--- config.mk ---
export PLATFORM = sky130hd
export DESIGN_NAME = tx_req_engine
export DESIGN_NICKNAME = d
export VERILOG_FILES = /design/src/rtl/tx_req_engine.sv
export SDC_FILE = /design/constraint.sdc
export NUM_CORES = 2
export LEC_CHECK = 0
export ABC_AREA = 1
export CELL_PAD_IN_SITES_DETAIL_PLACEMENT = 1
export CELL_PAD_IN_SITES_GLOBAL_PLACEMENT = 1
export CORE_UTILIZATION = 45
export CTS_CLUSTER_DIAMETER = 30
export DETAILED_ROUTE_END_ITERATION = 10
export PLACE_DENSITY_LB_ADDON = 0.1
export SETUP_SLACK_MARGIN = 0.15
export SLEW_MARGIN = 20
export SYNTH_ARGS = -nofsm -noshare
export SYNTH_HDL_FRONTEND = slang
export SYNTH_SLANG_ARGS = --single-unit
--- constraint.sdc ---
create_clock -name clk -period 4.84 [get_ports clk]
set_input_delay 0.968 -clock clk [delete_from_list [all_inputs] [get_ports clk]]
set_output_delay 0.968 -clock clk [all_outputs]
set_load 0.005 [all_outputs]
--- src/rtl/tx_req_engine.sv ---
// Transmit request responder: answers scheduler requests from per-queue packet counts,
// emits packet descriptors toward the MAC and rings the scheduler doorbell on enqueue.
module tx_req_engine #(
    parameter int LEN_WIDTH         = 16,
    parameter int REQ_TAG_WIDTH     = 8,
    parameter int QUEUE_INDEX_WIDTH = 6,
    parameter int CNT_WIDTH         = 8
) (
    input  logic                         clk,
    input  logic                         rst_n,
    input  logic [QUEUE_INDEX_WIDTH-1:0] s_axis_tx_req_queue,
    input  logic [REQ_TAG_WIDTH-1:0]     s_axis_tx_req_tag,
    input  logic                         s_axis_tx_req_valid,
    output logic                         s_axis_tx_req_ready,
    output logic [LEN_WIDTH-1:0]         m_axis_tx_req_status_len,
    output logic [REQ_TAG_WIDTH-1:0]     m_axis_tx_req_status_tag,
    output logic                         m_axis_tx_req_status_valid,
    input  logic [QUEUE_INDEX_WIDTH-1:0] s_axis_enq_queue,
    input  logic [LEN_WIDTH-1:0]         s_axis_enq_len,
    input  logic                         s_axis_enq_valid,
    output logic                         s_axis_enq_ready,
    output logic [QUEUE_INDEX_WIDTH-1:0] m_axis_doorbell_queue,
    output logic                         m_axis_doorbell_valid,
    output logic [QUEUE_INDEX_WIDTH-1:0] m_axis_pkt_queue,
    output logic [LEN_WIDTH-1:0]         m_axis_pkt_len,
    output logic                         m_axis_pkt_valid,
    input  logic                         m_axis_pkt_ready,
    output logic                         stat_enq_drop
);

    localparam int NUM_QUEUES = 1 << QUEUE_INDEX_WIDTH;
    localparam logic [CNT_WIDTH-1:0]         CNT_ZERO = {CNT_WIDTH{1'b0}};
    localparam logic [CNT_WIDTH-1:0]         CNT_ONE  = {{(CNT_WIDTH-1){1'b0}}, 1'b1};
    localparam logic [CNT_WIDTH-1:0]         CNT_MAX  = {CNT_WIDTH{1'b1}};
    localparam logic [QUEUE_INDEX_WIDTH-1:0] QI_ONE   = {{(QUEUE_INDEX_WIDTH-1){1'b0}}, 1'b1};
    localparam logic [QUEUE_INDEX_WIDTH-1:0] QI_LAST  = {QUEUE_INDEX_WIDTH{1'b1}};

    typedef enum logic [2:0] {
        ST_INIT,
        ST_IDLE,
        ST_LOOKUP,
        ST_SEND,
        ST_STATUS
    } state_t;

    state_t                         state_q, state_d;
    logic [QUEUE_INDEX_WIDTH-1:0]   init_idx_q, init_idx_d;
    logic [QUEUE_INDEX_WIDTH-1:0]   req_queue_q, req_queue_d;
    logic [REQ_TAG_WIDTH-1:0]       req_tag_q, req_tag_d;
    logic [QUEUE_INDEX_WIDTH-1:0]   pkt_queue_q, pkt_queue_d;
    logic [LEN_WIDTH-1:0]           pkt_len_q, pkt_len_d;
    logic [LEN_WIDTH-1:0]           status_len_q, status_len_d;
    logic                           doorbell_valid_q, doorbell_valid_d;
    logic [QUEUE_INDEX_WIDTH-1:0]   doorbell_queue_q, doorbell_queue_d;
    logic                           drop_q, drop_d;

    logic [CNT_WIDTH-1:0]           cnt_mem [NUM_QUEUES];
    logic [LEN_WIDTH-1:0]           len_mem [NUM_QUEUES];

    logic [CNT_WIDTH-1:0]           lookup_cnt;
    logic [LEN_WIDTH-1:0]           lookup_len;
    logic                           lookup_dec;
    logic                           enq_fire;
    logic                           enq_same;
    logic [CNT_WIDTH-1:0]           enq_cnt_base;
    logic                           enq_room;
    logic [CNT_WIDTH-1:0]           enq_cnt_new;

    assign lookup_cnt = cnt_mem[req_queue_q];
    assign lookup_len = len_mem[req_queue_q];
    assign lookup_dec = (state_q == ST_LOOKUP) && (lookup_cnt != CNT_ZERO);

    // An enqueue colliding with a lookup decrement sees the post-decrement count,
    // so a full queue being drained still accepts the new packet.
    assign enq_fire     = s_axis_enq_valid && s_axis_enq_ready;
    assign enq_same     = lookup_dec && (s_axis_enq_queue == req_queue_q);
    assign enq_cnt_base = cnt_mem[s_axis_enq_queue] - (enq_same ? CNT_ONE : CNT_ZERO);
    assign enq_room     = (enq_cnt_base != CNT_MAX);
    assign enq_cnt_new  = enq_room ? (enq_cnt_base + CNT_ONE) : enq_cnt_base;

    assign doorbell_valid_d = enq_fire && enq_room;
    assign doorbell_queue_d = (enq_fire && enq_room) ? s_axis_enq_queue : doorbell_queue_q;
    assign drop_d           = enq_fire && !enq_room;

    assign s_axis_enq_ready           = (state_q != ST_INIT);
    assign m_axis_tx_req_status_len   = status_len_q;
    assign m_axis_tx_req_status_tag   = req_tag_q;
    assign m_axis_pkt_queue           = pkt_queue_q;
    assign m_axis_pkt_len             = pkt_len_q;
    assign m_axis_doorbell_valid      = doorbell_valid_q;
    assign m_axis_doorbell_queue      = doorbell_queue_q;
    assign stat_enq_drop              = drop_q;

    // Queue memory is deliberately unreset; INIT walks it clear one entry per cycle.
    always_ff @(posedge clk) begin
        if (state_q == ST_INIT) begin
            cnt_mem[init_idx_q] <= CNT_ZERO;
            len_mem[init_idx_q] <= {LEN_WIDTH{1'b0}};
        end else begin
            if (lookup_dec) begin
                cnt_mem[req_queue_q] <= lookup_cnt - CNT_ONE;
            end
            if (enq_fire) begin
                cnt_mem[s_axis_enq_queue] <= enq_cnt_new;
                len_mem[s_axis_enq_queue] <= s_axis_enq_len;
            end
        end
    end

    always_ff @(posedge clk or negedge rst_n) begin
        if (!rst_n) begin
            state_q          <= ST_INIT;
            init_idx_q       <= '0;
            req_queue_q      <= '0;
            req_tag_q        <= '0;
            pkt_queue_q      <= '0;
            pkt_len_q        <= '0;
            status_len_q     <= '0;
            doorbell_valid_q <= 1'b0;
            doorbell_queue_q <= '0;
            drop_q           <= 1'b0;
        end else begin
            state_q          <= state_d;
            init_idx_q       <= init_idx_d;
            req_queue_q      <= req_queue_d;
            req_tag_q        <= req_tag_d;
            pkt_queue_q      <= pkt_queue_d;
            pkt_len_q        <= pkt_len_d;
            status_len_q     <= status_len_d;
            doorbell_valid_q <= doorbell_valid_d;
            doorbell_queue_q <= doorbell_queue_d;
            drop_q           <= drop_d;
        end
    end

    always_comb begin
        state_d                    = state_q;
        init_idx_d                 = init_idx_q;
        req_queue_d                = req_queue_q;
        req_tag_d                  = req_tag_q;
        pkt_queue_d                = pkt_queue_q;
        pkt_len_d                  = pkt_len_q;
        status_len_d               = status_len_q;
        s_axis_tx_req_ready        = 1'b0;
        m_axis_pkt_valid           = 1'b0;
        m_axis_tx_req_status_valid = 1'b0;
        case (state_q)
            ST_INIT: begin
                init_idx_d = init_idx_q + QI_ONE;
                if (init_idx_q == QI_LAST) begin
                    state_d = ST_IDLE;
                end
            end
            ST_IDLE: begin
                s_axis_tx_req_ready = 1'b1;
                if (s_axis_tx_req_valid) begin
                    req_queue_d = s_axis_tx_req_queue;
                    req_tag_d   = s_axis_tx_req_tag;
                    state_d     = ST_LOOKUP;
                end
            end
            ST_LOOKUP: begin
                if (lookup_cnt != CNT_ZERO) begin
                    pkt_queue_d = req_queue_q;
                    pkt_len_d   = lookup_len;
                    state_d     = ST_SEND;
                end else begin
                    status_len_d = '0;
                    state_d      = ST_STATUS;
                end
            end
            ST_SEND: begin
                m_axis_pkt_valid = 1'b1;
                if (m_axis_pkt_ready) begin
                    status_len_d = pkt_len_q;
                    state_d      = ST_STATUS;
                end
            end
            ST_STATUS: begin
                m_axis_tx_req_status_valid = 1'b1;
                state_d                    = ST_IDLE;
            end
            default: begin
                state_d = ST_INIT;
            end
        endcase
    end

endmodule

==> impl_summary.txt <==
----------------------------------------------------
[STA]
  Worst max-slew margin expressed relative to the limit ... 0.296
  Share of the clock period used by the worst path ... 0.992
  Final worst-path setup slack ... 0.0402 ns
  Max-slew violation count ... 0
  Max frequency ... 208 MHz
  Layout Skew ... 0.106 ns
  Final setup violating endpoints ... 0
  Least-Margin Pin Slew ... 1.06 ns
  Final hold violation count ... 0
  Minimum period implied by the final worst setup slack ... 4.80 ns
  Setup repair after global routing missed its margin ... true
  Final Hold Slack ... 0.0412 ns

[Floorplanning]
  Area of the core ... 172,000 um^2
  Placement row count ... 152
  Overall die area ... 174,000 um^2
  Die X ... 418 um
  Vertical die dimension ... 418 um
  I/O pin count ... 99
  Initial cell density of the core ... 0.453

[Setup path]
  Crit end category ... flip-flop
  Worst r2r src ... req_queue_q[1]
  Worst path arrival time ... 5.50 ns
  Flop2flop setup slack ... 0.04 ns
  Biggest fanout along the worst timing path ... 17
  RR Endpoint ... cnt_mem[3][2]
  CP max stage delay ... 0.62 ns
  Critical-path cell with the highest stage delay ... sky130_fd_sc_hd__dfrtp_4
  Category of the worst setup path launch point ... flip-flop
  Worst R2R Path Depth ... 28
  Data required time at the worst endpoint ... 5.54 ns
  Cell occurring most often along the worst timing path ... sky130_fd_sc_hd__nand3_1
  Start-to-end type of the worst setup path ... flip-flop to flip-flop

[Route]
  ANT nets after route ... 0
  Total number of vias ... 70,435
  Total length of routed met3 wires ... 32,600 um
  Met1 WL ... 135,000 um
  Routed WL per cell ... 29.8 um
  Routed length on met2 ... 157,000 um
  Post-detailed-route via-to-cell ratio ... 6.13
  Final wirelength ... 343,000 um
  Top layer in use ... met5
  Post-route DRC ... 0
  Initial DRC count ... 7,927
  Iteration count of the initial detailed-routing pass ... 6

[Synth]
  Main synth FF type ... sky130_fd_sc_hd__edfxtp_1
  Area fraction in and, or, nand and nor cells after synthesis ... 0.223
  Ranking of synthesized cells by area ... sky130_fd_sc_hd__edfxtp_1, sky130_fd_sc_hd__nand2_1, sky130_fd_sc_hd__o21ai_0
  Synth Register Bits ... 1,605
  Synthesized-area fraction occupied by xor and xnor cells ... 0.00101
  Count leader, synth ... sky130_fd_sc_hd__nand2_1
  Total nets after synthesis ... 8,346
  EDFF count, synth ... 1,536
  Combinational family with the most area after synthesis ... simple AND/OR/NAND/NOR gates
  Fraction of post-synthesis cell area in the top cell type by area ... 0.594
  Fraction of the mapped netlist area in compound gates ... 0.109
  Adder-cell share of the synthesized area ... 0.000966
  Number of warning messages in the yosys log ... 0
  Multiplexer share of the synthesized area ... 0.00116
  Dominant cell type by area after synthesis ... sky130_fd_sc_hd__edfxtp_1
  Part of the Yosys area used for sequential elements ... 0.616
  Cells after Synth ... 8,299
  Synthesized area ... 77,700 um^2
  Average cell area after synthesis ... 9.36 um^2
  Top cells by count, synth ... sky130_fd_sc_hd__nand2_1, sky130_fd_sc_hd__edfxtp_1, sky130_fd_sc_hd__nor2_1, sky130_fd_sc_hd__o21ai_0, sky130_fd_sc_hd__nand3_1
  Post-synthesis async set-or-reset flop share ... 0.0430
  Number of distinct library cells after synthesis ... 54

[Clock network]
  Number of sinks driven by the clock tree ... 1,605
  Buffer type at the clock tree root ... sky130_fd_sc_hd__clkbuf_16
  Count of H-tree levels built during CTS ... 5
  Clock slew at reported path FFs ... 0.05 ns
  Hold Buf Count CTS ... 0
  CTS Buf Count ... 386
  TritonCTS clock tree ... yes
  Deepest clock path buffer count ... 4
  Worst-Skew Late Latency ... 1.00 ns

[Finish]
  Area growth from synthesis to final layout ... 29.2%
  Proportion of layout cells with a drive suffix above 1 ... 0.169
  Footprint of the multi-input gates ... 26,900 um^2
  Layout fillers ... 18,551
  Area used by sequential logic in the layout ... 47,900 um^2
  NumNets Final ... 8,917
  Layout Utilization ... 0.585
  Finished Layout Cells ... 11,491

[Global route]
  First-pass GRT wire length ... 491,000 um
  Via count of the first global-routing pass ... 71,682
  Total global-route track usage ... 0.386
  Total gr overflow ... 0
  Antenna violations before repair ... 24
  Pin count of the biggest net entering global routing ... 134

[Power]
  Power density relative to cell area ... 681 nW/um^2
  LEAKAGE ... 39.2 nW
  Max rail drop VDD ... 534 uV
  Pwr Total ... 68.4 mW

[Placed design]
  Global placer's final weighted congestion ... 0.991
  Placement Setup Slack ... -0.305 ns
  Cells after DPL ... 10,716
  Total half-perimeter wirelength after legalization and detailed placement ... 211,000 um
  Count of port buffers added during placement ... 98

[Run]
  Number of max-capacitance violations reported ... 0

[Status]
  Status ... finished, final reports clean

[Min path]
  Worst min-delay path class ... input port to async pin

----------------------------------------------------
==> layout make-up <==
cell class / instances / share of cell area
inverters: 221 / 0.00893
clock buffers: 452 / 0.100
repair buffers: 816 / 0.0871
flip-flops and latches: 1605 / 0.477
multi-input cells: 5837 / 0.267
repair inverters: 3 / 0.000449
well taps: 2310 / 0.0288
clock inverters: 240 / 0.0303
diodes: 7 / 0.000174
==> where the power goes <==
group	total [mW]	internal [mW]	switching [mW]
sequential	17.7	17.1	0.522
combinational	24.3	7.34	17.0
clock	26.4	18.2	8.20
==> worst max-delay path: cells and delay by family, from the launching register on <==
kind / cells / cell delay, ns
AND/OR/NAND/NOR: 17 / 2.07
buffers and inverters: 7 / 1.16
flip-flops: 1 / 0.62
AO/OA/AOI/OAI: 3 / 0.37
adder cells (fa/ha/maj): 1 / 0.25
==> cells by family after synthesis <==
| group | count (synthesis) |
|---|---|
| flops | 1605 |
| buf+inv | 857 |
| compound gates | 1539 |
| mux | 8 |
| simple gates | 4275 |
| fa+ha+maj | 6 |
| xor+xnor | 9 |
==> metal layers <==
layer  up-vias  track usage
li1      30075            -
met1     35657        0.510
met2      3816        0.604
met3       879       0.0816
met4         8        0.193
met5         -            0
==> sequential cells by signal (all words and copies together) (netlist names) <==
signal,count
m_axis_tx_req_status_tag,8
m_axis_pkt_len,16
cnt_mem,512
m_axis_tx_req_status_len,16
state_q,3
init_idx_q,6
m_axis_doorbell_queue,6
m_axis_pkt_queue,6
req_queue_q,6
stat_enq_drop,1
m_axis_doorbell_valid,1
len_mem,1024
==> cell usage in the layout, fill, tap and decap left out, types with 73 or more instances in the layout <==
master | synthesis | routed
sky130_fd_sc_hd__nand2_1 | 2576 | 2517
sky130_fd_sc_hd__clkbuf_16 | 0 | 395
sky130_fd_sc_hd__nor2_1 | 954 | 918
sky130_fd_sc_hd__o21ai_0 | 839 | 800
sky130_fd_sc_hd__nand3_1 | 602 | 572
sky130_fd_sc_hd__buf_12 | 0 | 133
sky130_fd_sc_hd__edfxtp_1 | 1536 | 1536
sky130_fd_sc_hd__clkdlybuf4s50_1 | 0 | 94
sky130_fd_sc_hd__nand4_1 | 84 | 84
sky130_fd_sc_hd__buf_4 | 51 | 530
sky130_fd_sc_hd__o21ai_1 | 206 | 227
sky130_fd_sc_hd__inv_1 | 197 | 193
sky130_fd_sc_hd__a21oi_1 | 85 | 73
sky130_fd_sc_hd__o22ai_1 | 272 | 272
==> through the flow <==
stage               TNS (ns)  cell area (um^2)
floorplan                  0             77700
global placement      -67.45             85400
detailed placement   -104.57             85400
CTS                        0             99700
global route           -9.02            100000
finish                     0            100000
==> worst max-delay path by stage <==
stage | slack, ns | startpoint | cells past startpoint | end
2_1_floorplan | 0.30 | req_queue_q[0] | 33 | cnt_mem[63][6]
3_3_place_gp | -0.20 | req_queue_q[0] | 29 | cnt_mem[4][1]
3_5_place_dp | -0.31 | req_queue_q[0] | 30 | cnt_mem[11][4]
4_1_cts | 0.15 | req_queue_q[0] | 33 | cnt_mem[24][4]
5_1_grt | -0.09 | req_queue_q[0] | 30 | cnt_mem[5][1]
6_report | 0.04 | req_queue_q[1] | 28 | cnt_mem[3][2]
==> timing repair <==
item / in CTS / in global routing
resized for setup: 139 / 120
endpoints found under the setup margin: 757 / 820
buffers inserted: 38 / 17
gates cloned: 15 / 6
pin swaps: 27 / 21
No activity file was read; power rests on OpenSTA's default activity.
